`src/rtl/led_blink_arbiter.sv`:
```
// Four-requester LED blink arbiter that shares one ms tick and phase timer across all requesters.
// Build option: define FIXED_PRIO_EN for fixed priority (REQ[0] highest) instead of round-robin.
module led_blink_arbiter #(
  parameter int TICK_DIV = 50_000,
  parameter int HALF_MS  = 500,
  parameter int BLINKS   = 3
) (
  input  logic       CLK_50M,
  input  logic       RST_N,
  input  logic [3:0] REQ,
  output logic [3:0] GRANT,
  output logic [3:0] ACK,
  output logic       BUSY,
  output logic [3:0] LED,
  output logic [1:0] state_dbg
);

  localparam int TW = (TICK_DIV > 1) ? $clog2(TICK_DIV) : 1;
  localparam int MW = (HALF_MS > 1) ? $clog2(HALF_MS) : 1;

  typedef enum logic [1:0] {
    S_IDLE = 2'd0,
    S_ON   = 2'd1,
    S_OFF  = 2'd2,
    S_DONE = 2'd3
  } state_t;

  state_t          state;
  state_t          state_nxt;
  logic [1:0]      owner;
  logic [3:0]      owner_oh;
  logic [TW-1:0]   tick_cnt;
  logic [MW-1:0]   ms_cnt;
  logic [3:0]      blink_cnt;
  logic [3:0]      blink_inc;
  logic            tick;
  logic            phase_end;
  logic            abort;
  logic [1:0]      win;
  logic            found;

`ifndef FIXED_PRIO_EN
  logic [1:0]      rr_ptr;
`endif

  assign owner_oh  = 4'b0001 << owner;
  assign tick      = (tick_cnt == TW'(TICK_DIV - 1));
  assign phase_end = tick && (ms_cnt == MW'(HALF_MS - 1));
  assign blink_inc = blink_cnt + 4'd1;
  // Only the current owner's line can end its service early.
  assign abort     = ((state == S_ON) || (state == S_OFF)) && !REQ[owner];

  // Winner selection; only consumed in IDLE.
  always_comb begin
    win   = 2'd0;
    found = 1'b0;
    for (int i = 0; i < 4; i++) begin
`ifdef FIXED_PRIO_EN
      if (!found && REQ[i]) begin
        win   = 2'(i);
        found = 1'b1;
      end
`else
      if (!found && REQ[rr_ptr + 2'(i)]) begin
        win   = rr_ptr + 2'(i);
        found = 1'b1;
      end
`endif
    end
  end

  // State register and timing datapath.
  always_ff @(posedge CLK_50M or negedge RST_N) begin
    if (!RST_N) begin
      state     <= S_IDLE;
      owner     <= 2'd0;
      tick_cnt  <= '0;
      ms_cnt    <= '0;
      blink_cnt <= 4'd0;
`ifndef FIXED_PRIO_EN
      rr_ptr    <= 2'd0;
`endif
    end else begin
      state <= state_nxt;
      case (state)
        S_IDLE: begin
          tick_cnt  <= '0;
          ms_cnt    <= '0;
          blink_cnt <= 4'd0;
          if (found) begin
            owner  <= win;
`ifndef FIXED_PRIO_EN
            rr_ptr <= win + 2'd1;
`endif
          end
        end
        S_ON, S_OFF: begin
          if (abort || phase_end) begin
            tick_cnt <= '0;
            ms_cnt   <= '0;
            if ((state == S_OFF) && phase_end && !abort)
              blink_cnt <= blink_inc;
          end else if (tick) begin
            tick_cnt <= '0;
            ms_cnt   <= ms_cnt + MW'(1);
          end else begin
            tick_cnt <= tick_cnt + TW'(1);
          end
        end
        default: begin
          tick_cnt <= '0;
          ms_cnt   <= '0;
        end
      endcase
    end
  end

  // Next-state logic; abort takes precedence over a phase boundary.
  always_comb begin
    state_nxt = state;
    case (state)
      S_IDLE: if (found) state_nxt = S_ON;
      S_ON: begin
        if (abort)          state_nxt = S_IDLE;
        else if (phase_end) state_nxt = S_OFF;
      end
      S_OFF: begin
        if (abort)          state_nxt = S_IDLE;
        else if (phase_end) state_nxt = (blink_inc == 4'(BLINKS)) ? S_DONE : S_ON;
      end
      S_DONE:  state_nxt = S_IDLE;
      default: state_nxt = S_IDLE;
    endcase
  end

  // Outputs decode registered state only, so REQ never reaches a pin combinationally.
  always_comb begin
    GRANT     = 4'd0;
    ACK       = 4'd0;
    LED       = 4'd0;
    BUSY      = (state != S_IDLE);
    state_dbg = state;
    if (state != S_IDLE) GRANT = owner_oh;
    if (state == S_ON)   LED   = owner_oh;
    if (state == S_DONE) ACK   = owner_oh;
  end

endmodule

```
`config.mk`:
```
export PLATFORM = sky130hd
export DESIGN_NAME = led_blink_arbiter
export DESIGN_NICKNAME = d
export VERILOG_FILES = /design/src/rtl/led_blink_arbiter.sv
export SDC_FILE = /design/constraint.sdc
export NUM_CORES = 1
export LEC_CHECK = 0
export ABC_CLOCK_PERIOD_IN_PS = 3900
export BUFFER_PORTS_ARGS = -buffer_cell sky130_fd_sc_hd__buf_2
export CAP_MARGIN = 20
export CORE_UTILIZATION = 50
export DETAILED_ROUTE_END_ITERATION = 7
export GPL_TIMING_DRIVEN = 0
export PLACE_DENSITY = 0.69
export SLEW_MARGIN = 20
export SYNTH_ARGS = -nofsm -noshare
export SYNTH_HDL_FRONTEND = slang
export SYNTH_SLANG_ARGS = --single-unit
```
`constraint.sdc`:
```
create_clock -name CLK_50M -period 3.9 [get_ports CLK_50M]
set_clock_uncertainty 0.1 [all_clocks]
set_input_delay 0.78 -clock CLK_50M [delete_from_list [all_inputs] [get_ports CLK_50M]]
set_output_delay 0.78 -clock CLK_50M [all_outputs]
set_load 0.1 [all_outputs]
```
==> impl_results.md, run 1 <==
* DPL Wire Length at roughly 2900 microns
* Synthesis-stage register bit count at 35
* CTS tree: done
* Post-CTS Setup Repair Bufs at 0
* Final instance area at approximately 0.0023 sq mm
* Critical path's slowest cell: buf_2
* Die ar. at around 0.0044 sq mm
* Slew HR at 0.506
* Initial antenna violation count at 0
* Max VDD drop at roughly 0.00055 V
* Via density per instance at roughly 5.5
* CP cell instances: inv_1, ha_1, clkbuf_1, nor3b_1, buf_2
* Hold Crit Class: register to register
* H-tree lvl count at 2
* Least-Margin Pin Slew at roughly 740 ps
* Placed cells at approximately 290
* Routed wire length at ~4000 microns
* Top-count cell post-synth: dfrtp_1
* Top FF cell, synth: dfrtp_1
* Layout Nets at approximately 260
* Final hold vios at 0
* Syn Nets at ~240
* Initial DRC Count at 72
* Die W at between 60 and 70 microns
* Critical Path End Type: output port
* Asr flop ratio synth at 1.00
* Synth top area cells: dfrtp_1 (43%), ha_1 (5.5%), nor2_1 (5.1%)
* Core Rows at 22
* Warnings from Yosys at 0
* Main combinational cell family by area after synthesis: simple AND/OR/NAND/NOR gates
* Residual DRC at 0
* Pwr Total at roughly 1.5 mW
* Worst EP arrival at 1860 ps
* Pwr/cell area at between 600 and 700 mW/mm^2
* CP startpoint kind: register
* Gr usage total at 0.211
* Clk Latency, worst-skew pair at ~280 ps
* Top cells by count, synth: dfrtp_1 (35), nor2_1 (28), nand2_1 (18)
* Post-synth cell types at 43
* Drt first pass iters at 4
* XOR/XNOR Fraction of Synth Area at 0.0851
* Core area at about 0.0038 sq mm
* Die Y-Extent at approximately 66 microns
* Congestion Overflow GR at 0
* CTS Buf Count at 5
* Routed WL per cell at around 14 microns
* Layout fillers at between 300 and 400
* Max Cap Viol at 0
* Final worst-path setup slack at between 1000 and 1500 ps
* Placer Congestion at a little under 0.8
* Synth area leader: dfrtp_1
* Root Buffer Master: clkbuf_8
* Post-cts hold buffer count at 0
* Area grow syn2layout at 12.2%
* CP peak stage delay at 450 ps
* Status: finished, final reports clean
* Setup TNS at 0 ps
* Slew Viols, Final at 0
* Data required time at the worst endpoint at between 3000 and 4000 ps
* Compound-Gate Fraction of Synth Area at 0.0711
* Endpoints failing setup at 0
* Cell area after synthesis at just over 0.002 sq mm
* IO buf count at 20
* Worst-path clk slew at ~60 ps
* First-pass GRT wire length at around 6900 microns
* Syn Area/Cell at around 9.4 sq um
* Adder-cell area share of the yosys netlist at 0.0547
* Synth Area in Simple Gates at 0.301
* Pleak at 1.01 nW
* Critical path class: register to output port
* Vias in the first global route at about 1600
* Routed via count at ~1600
* Initial core utilization at 0.542
* CP max FO at 8
* Share of layout cells above drive strength 1 at 0.138
* Ports at 21
* Final Cycle Share at 0.703
* Share of the synthesized area in the top cell type at 0.426
* Sequential fraction of the synthesis area at 0.426
* CTS max path bufs at 2
* Final min period at 2740 ps
* Number of synthesized flops with an enable pin at 0
* Post-synthesis mux area share at 0.0310
* Post-DRT Antenna Nets at 0
* Clock sinks at 35
* RSZ-0062 raised after global routing: no
* Post-Place Setup Slack at about 1200 ps
* Largest net degree at the start of global routing at 36
* Post-CTS Resized at 0
* # diodes at 0
* Fmax at 365 MHz
* Post-Synthesis Cells at 220
* Fin cells at a little under 300
* Placed cell area at approximately 0.0022 sq mm
==> stage by stage <==
stage          utilization  hold slack, ps
2_1_floorplan            -             324
3_3_place_gp         0.587             344
3_5_place_dp         0.587             349
4_1_cts              0.606             362
5_1_grt              0.608             389
6_report             0.608             360
==> cell families (layout without fill, tap and decap cells) <==
logic type | after synthesis | after routing
AND/OR/NAND/NOR | 111 | 111
flip-flops | 35 | 35
AO/OA/AOI/OAI | 23 | 23
XOR/XNOR | 20 | 20
buffers and inverters | 17 | 43
adder cells (fa/ha/maj) | 9 | 9
multiplexers | 5 | 5
==> per-layer routing <==
layer / up-vias / global-route usage / share of wire
li1: 823 / - / -
met1: 778 / 0.272 / 0.48
met2: 12 / 0.347 / 0.48
met3: 5 / 0.0466 / 0.023
met4: 0 / 0.0718 / 0.011
met5: - / 0 / 0
==> worst paths after layout <==
path | start | to | slack (ps) | cells after the start
hold reg to reg | tick_cnt[0] | tick_cnt[0] | 360 | 1
hold / removal | tick_cnt[0] | tick_cnt[0] | 360 | 1
min in group asynchronous | RST_N | state_dbg[1] | 460 | 1
setup / recovery | state_dbg[0] | GRANT[1] | 1160 | 5
setup reg to reg | tick_cnt[13] | blink_cnt[2] | 1200 | 6
max in group asynchronous | RST_N | tick_cnt[10] | 2760 | 1
==> report_power, final <==
group          switching (mW)  internal, mW  leakage [nW]  total, mW
sequential             0.0360         0.402         0.477      0.438
clock                   0.114         0.119        0.0371      0.233
combinational           0.648         0.184         0.498      0.832
total                   0.798         0.704          1.01       1.50
==> worst max-delay path: cells and delay by family (launching register included) <==
| kind | cells | cell delay, ps |
|---|---|---|
| AND/OR/NAND/NOR | 1 | 220 |
| adder cells (fa/ha/maj) | 1 | 210 |
| flip-flops | 1 | 400 |
| buffers and inverters | 3 | 750 |
==> cell type report <==
type	count	area, sq um	share of cell area
flip-flops and latches	35	876	0.379
well taps	48	60.1	0.0260
inverters	11	41.3	0.0179
plain buffers	6	23.8	0.0103
multi-input cells	168	1130	0.492
repair buffers	20	100	0.0434
clock buffers	6	72.6	0.0314
==> cell usage in the layout (no fill, tap or decap), drive strengths merged, types with 2 or more instances in the layout <==
master	Yosys	routed
dfrtp	35	35
nor2	28	28
buf	1	21
nand2	18	18
inv	11	11
clkbuf	5	11
xnor2	10	10
xor2	10	10
nand3	9	9
ha	9	9
nor3	7	7
a21oi	7	7
or3	6	6
and3	6	6
nand4	5	5
o21ai	5	5
and3b	4	4
nor3b	4	4
nor4	4	4
or4	3	3
and4	3	3
nand2b	3	3
nor2b	3	3
o31ai	3	3
mux2i	3	3
a22oi	2	2
or2	2	2
==> state kept, by name, indices dropped and copies added, names as in the netlist <==
signal and count:
ms_cnt 9, tick_cnt 16, state_dbg 2, owner 2, rr_ptr 2, blink_cnt 4
Power figures use the tool's default switching activity.
==> inputs of run 2 (changes only) <==
--- a/config.mk
+++ b/config.mk
@@ -5,13 +5,13 @@
 export SDC_FILE = /design/constraint.sdc
 export NUM_CORES = 1
 export LEC_CHECK = 0
-export ABC_CLOCK_PERIOD_IN_PS = 3900
+export ABC_CLOCK_PERIOD_IN_PS = 2200
 export BUFFER_PORTS_ARGS = -buffer_cell sky130_fd_sc_hd__buf_2
 export CAP_MARGIN = 20
 export CORE_UTILIZATION = 50
 export DETAILED_ROUTE_END_ITERATION = 7
 export GPL_TIMING_DRIVEN = 0
-export PLACE_DENSITY = 0.69
+export PLACE_DENSITY = 0.72
 export SLEW_MARGIN = 20
 export SYNTH_ARGS = -nofsm -noshare
 export SYNTH_HDL_FRONTEND = slang
==> constraint.sdc (replaced) <==
create_clock -name CLK_50M -period 2.2 [get_ports CLK_50M]
set_clock_uncertainty 0.1 [all_clocks]
set_input_delay 0.44 -clock CLK_50M [delete_from_list [all_inputs] [get_ports CLK_50M]]
set_output_delay 0.44 -clock CLK_50M [all_outputs]
set_load 0.1 [all_outputs]
==> run 2 against run 1 <==
Against the previous run: highest routed layer unchanged; setup slack got worse by 1500 ps; sequential cell count did not move; largest power group unchanged; the run now ends with negative setup slack left; non-clock buffer count rose by 9; clock-buffer cell count rose by 2.
==> impl_results.md, run 2 (same netlist as run 1, synthesis figures left out) <==
* Least-Margin Pin Slew at slightly below 800 ps
* Critical path class: register to register
* CP cell instances: or4b_4, or4_4, or2_4, or4_4, o31ai_1
* Largest register FFs at 16
* Commonest non-fill, non-tap cell in the layout: dfrtp_1
* CP peak stage delay at about 550 ps
* Share of layout cells above drive strength 1 at 0.284
* Drt first pass iters at 4
* Endpoints failing setup at 15
* Final instance area at ~0.0027 sq mm
* Via density per instance at 5.64
* Core Rows at 22
* Worst EP arrival at about 2600 ps
* Routed WL per cell at between 10 and 15 microns
* Slew HR at 0.477
* CP Buf/Inv Count at 0
* Residual DRC at 0
* Data required time at the worst endpoint at 2300 ps
* Die Y-Extent at about 66 microns
* Placed cells at 289
* Area grow syn2layout at 28.9%
* IO buf count at 20
* Clock sinks at 35
* Critical Path End Type: register
* CTS Buf Count at 5
* Pwr Total at about 3.2 mW
* Ports at 21
* Initial DRC Count at between 80 and 90
* Status: finished with violations
* Fmax at around 400 MHz
* Top reg by flops: tick_cnt
* CP top delay family: simple AND/OR/NAND/NOR gates
* Critical R2R Launch: tick_cnt[11]
* Layout fillers at 300
* Final hold vios at 0
* # diodes at 0
* Post-DRT Antenna Nets at 0
* Fin cells at 305
* Final Cycle Share at 1.14
* Root Buffer Master: clkbuf_8
* Failing checks: negative setup slack
* Slew Viols, Final at 0
* H-tree lvl count at 2
* DPL Wire Length at between 2000 and 3000 microns
* Placed cell area at around 0.0024 sq mm
* Vias in the first global route at 1669
* CTS tree: done
* Die W at between 60 and 70 microns
* Most frequent cells in the layout: dfrtp_1 (33), nor2_1 (28), nand2_1 (18)
* Final worst-path setup slack at -312 ps
* Routed wire length at roughly 4300 microns
* RSZ-0062 raised after global routing: yes
* Routed via count at ~1700
* Initial antenna violation count at 0
* Initial core utilization at 0.542
* Biggest regs: tick_cnt x16, ms_cnt x9, blink_cnt x4
* Max VDD drop at ~0.00058 V
* Max Cap Viol at 0
* Worst R2R End: blink_cnt[0]
* Cells on worst reg2reg path at 5
* Layout Nets at ~270
* Most frequent CP cell: or4_4
* Final min period at ~2500 ps
* Pwr/cell area at 1220 mW/mm^2
* Clk Latency, worst-skew pair at 290 ps
* Placer Congestion at 0.742
* CTS max path bufs at 2
* CP max FO at 5
* Core area at 0.00380 sq mm
* CP startpoint kind: register
* Congestion Overflow GR at 0
* Pleak at ~1.1 nW
* Critical path's slowest cell: or4b_4
* Post-layout util at 0.698
* R2r setup slk at -310 ps
* Gr usage total at 0.226
* Largest net degree at the start of global routing at 36
* Worst-path clk slew at around 70 ps
* First-pass GRT wire length at 7420 microns
* Die ar. at ~0.0044 sq mm
* Hold Crit Class: input port to asynchronous set/reset pin
run 2: changes by cell type in the layout (fill, tap and decap cells not counted), sizes merged:
cell / before / now
clkinvlp: 0 / 1
clkdlybuf4s15: 0 / 1
inv: 11 / 10
clkbuf: 11 / 16
buf: 21 / 26
run 2: how the worst max path moves through the flow:
stage                      start      endpoint  slack, ps  cells past startpoint
finish              tick_cnt[11]  blink_cnt[0]       -310                      5
global route        tick_cnt[11]  blink_cnt[0]       -380                      5
CTS                  tick_cnt[7]  blink_cnt[0]       -330                      6
detailed placement   tick_cnt[7]  blink_cnt[0]       -380                      6
global placement    tick_cnt[13]     ms_cnt[3]       -380                      5
floorplan            tick_cnt[7]  blink_cnt[0]       -270                      6
run 2: through the flow:
| stage | setup TNS (ps) | setup slack (ps) | hold slack (ps) |
|---|---|---|---|
| detailed placement | -6330 | -382 | 343 |
| global placement | -6440 | -375 | 339 |
| CTS | -3860 | -325 | 156 |
| global route | -4810 | -384 | 189 |
| finish | -2850 | -312 | 128 |
| floorplan | -2330 | -265 | 44.4 |
run 2: power by group:
part | internal (mW) | switching (mW) | total, mW
Combinational | 0.629 | 1.29 | 1.92
Sequential | 0.722 | 0.0798 | 0.801
Clock | 0.285 | 0.223 | 0.508
run 2: area by class of cell:
| cell class | instances | area, sq um | area share |
|---|---|---|---|
| repair buffers | 30 | 238 | 0.0896 |
| well taps | 48 | 60.1 | 0.0226 |
| flip-flops and latches | 35 | 883 | 0.333 |
| inverters | 11 | 50.0 | 0.0189 |
| plain buffers | 5 | 53.8 | 0.0203 |
| multi-input cells | 168 | 1270 | 0.478 |
| clock buffers | 8 | 100 | 0.0377 |
run 2: routing by layer:
| metal | share of wire | track usage | vias up |
|---|---|---|---|
| met1 | 0.45 | 0.284 | 826 |
| li1 | - | - | 853 |
| met2 | 0.50 | 0.385 | 35 |
| met4 | 0.012 | 0.0798 | 0 |
| met5 | 0 | 0 | - |
| met3 | 0.039 | 0.0466 | 5 |
run 2: timing repair:
item                                    4_1_cts  5_1_grt
gates cloned                                  0        1
endpoints found under the setup margin       36       31
gates resized for setup                      15       15
setup buffers                                 4        4
pin swaps                                     1        5
hold buffers                                  0        0
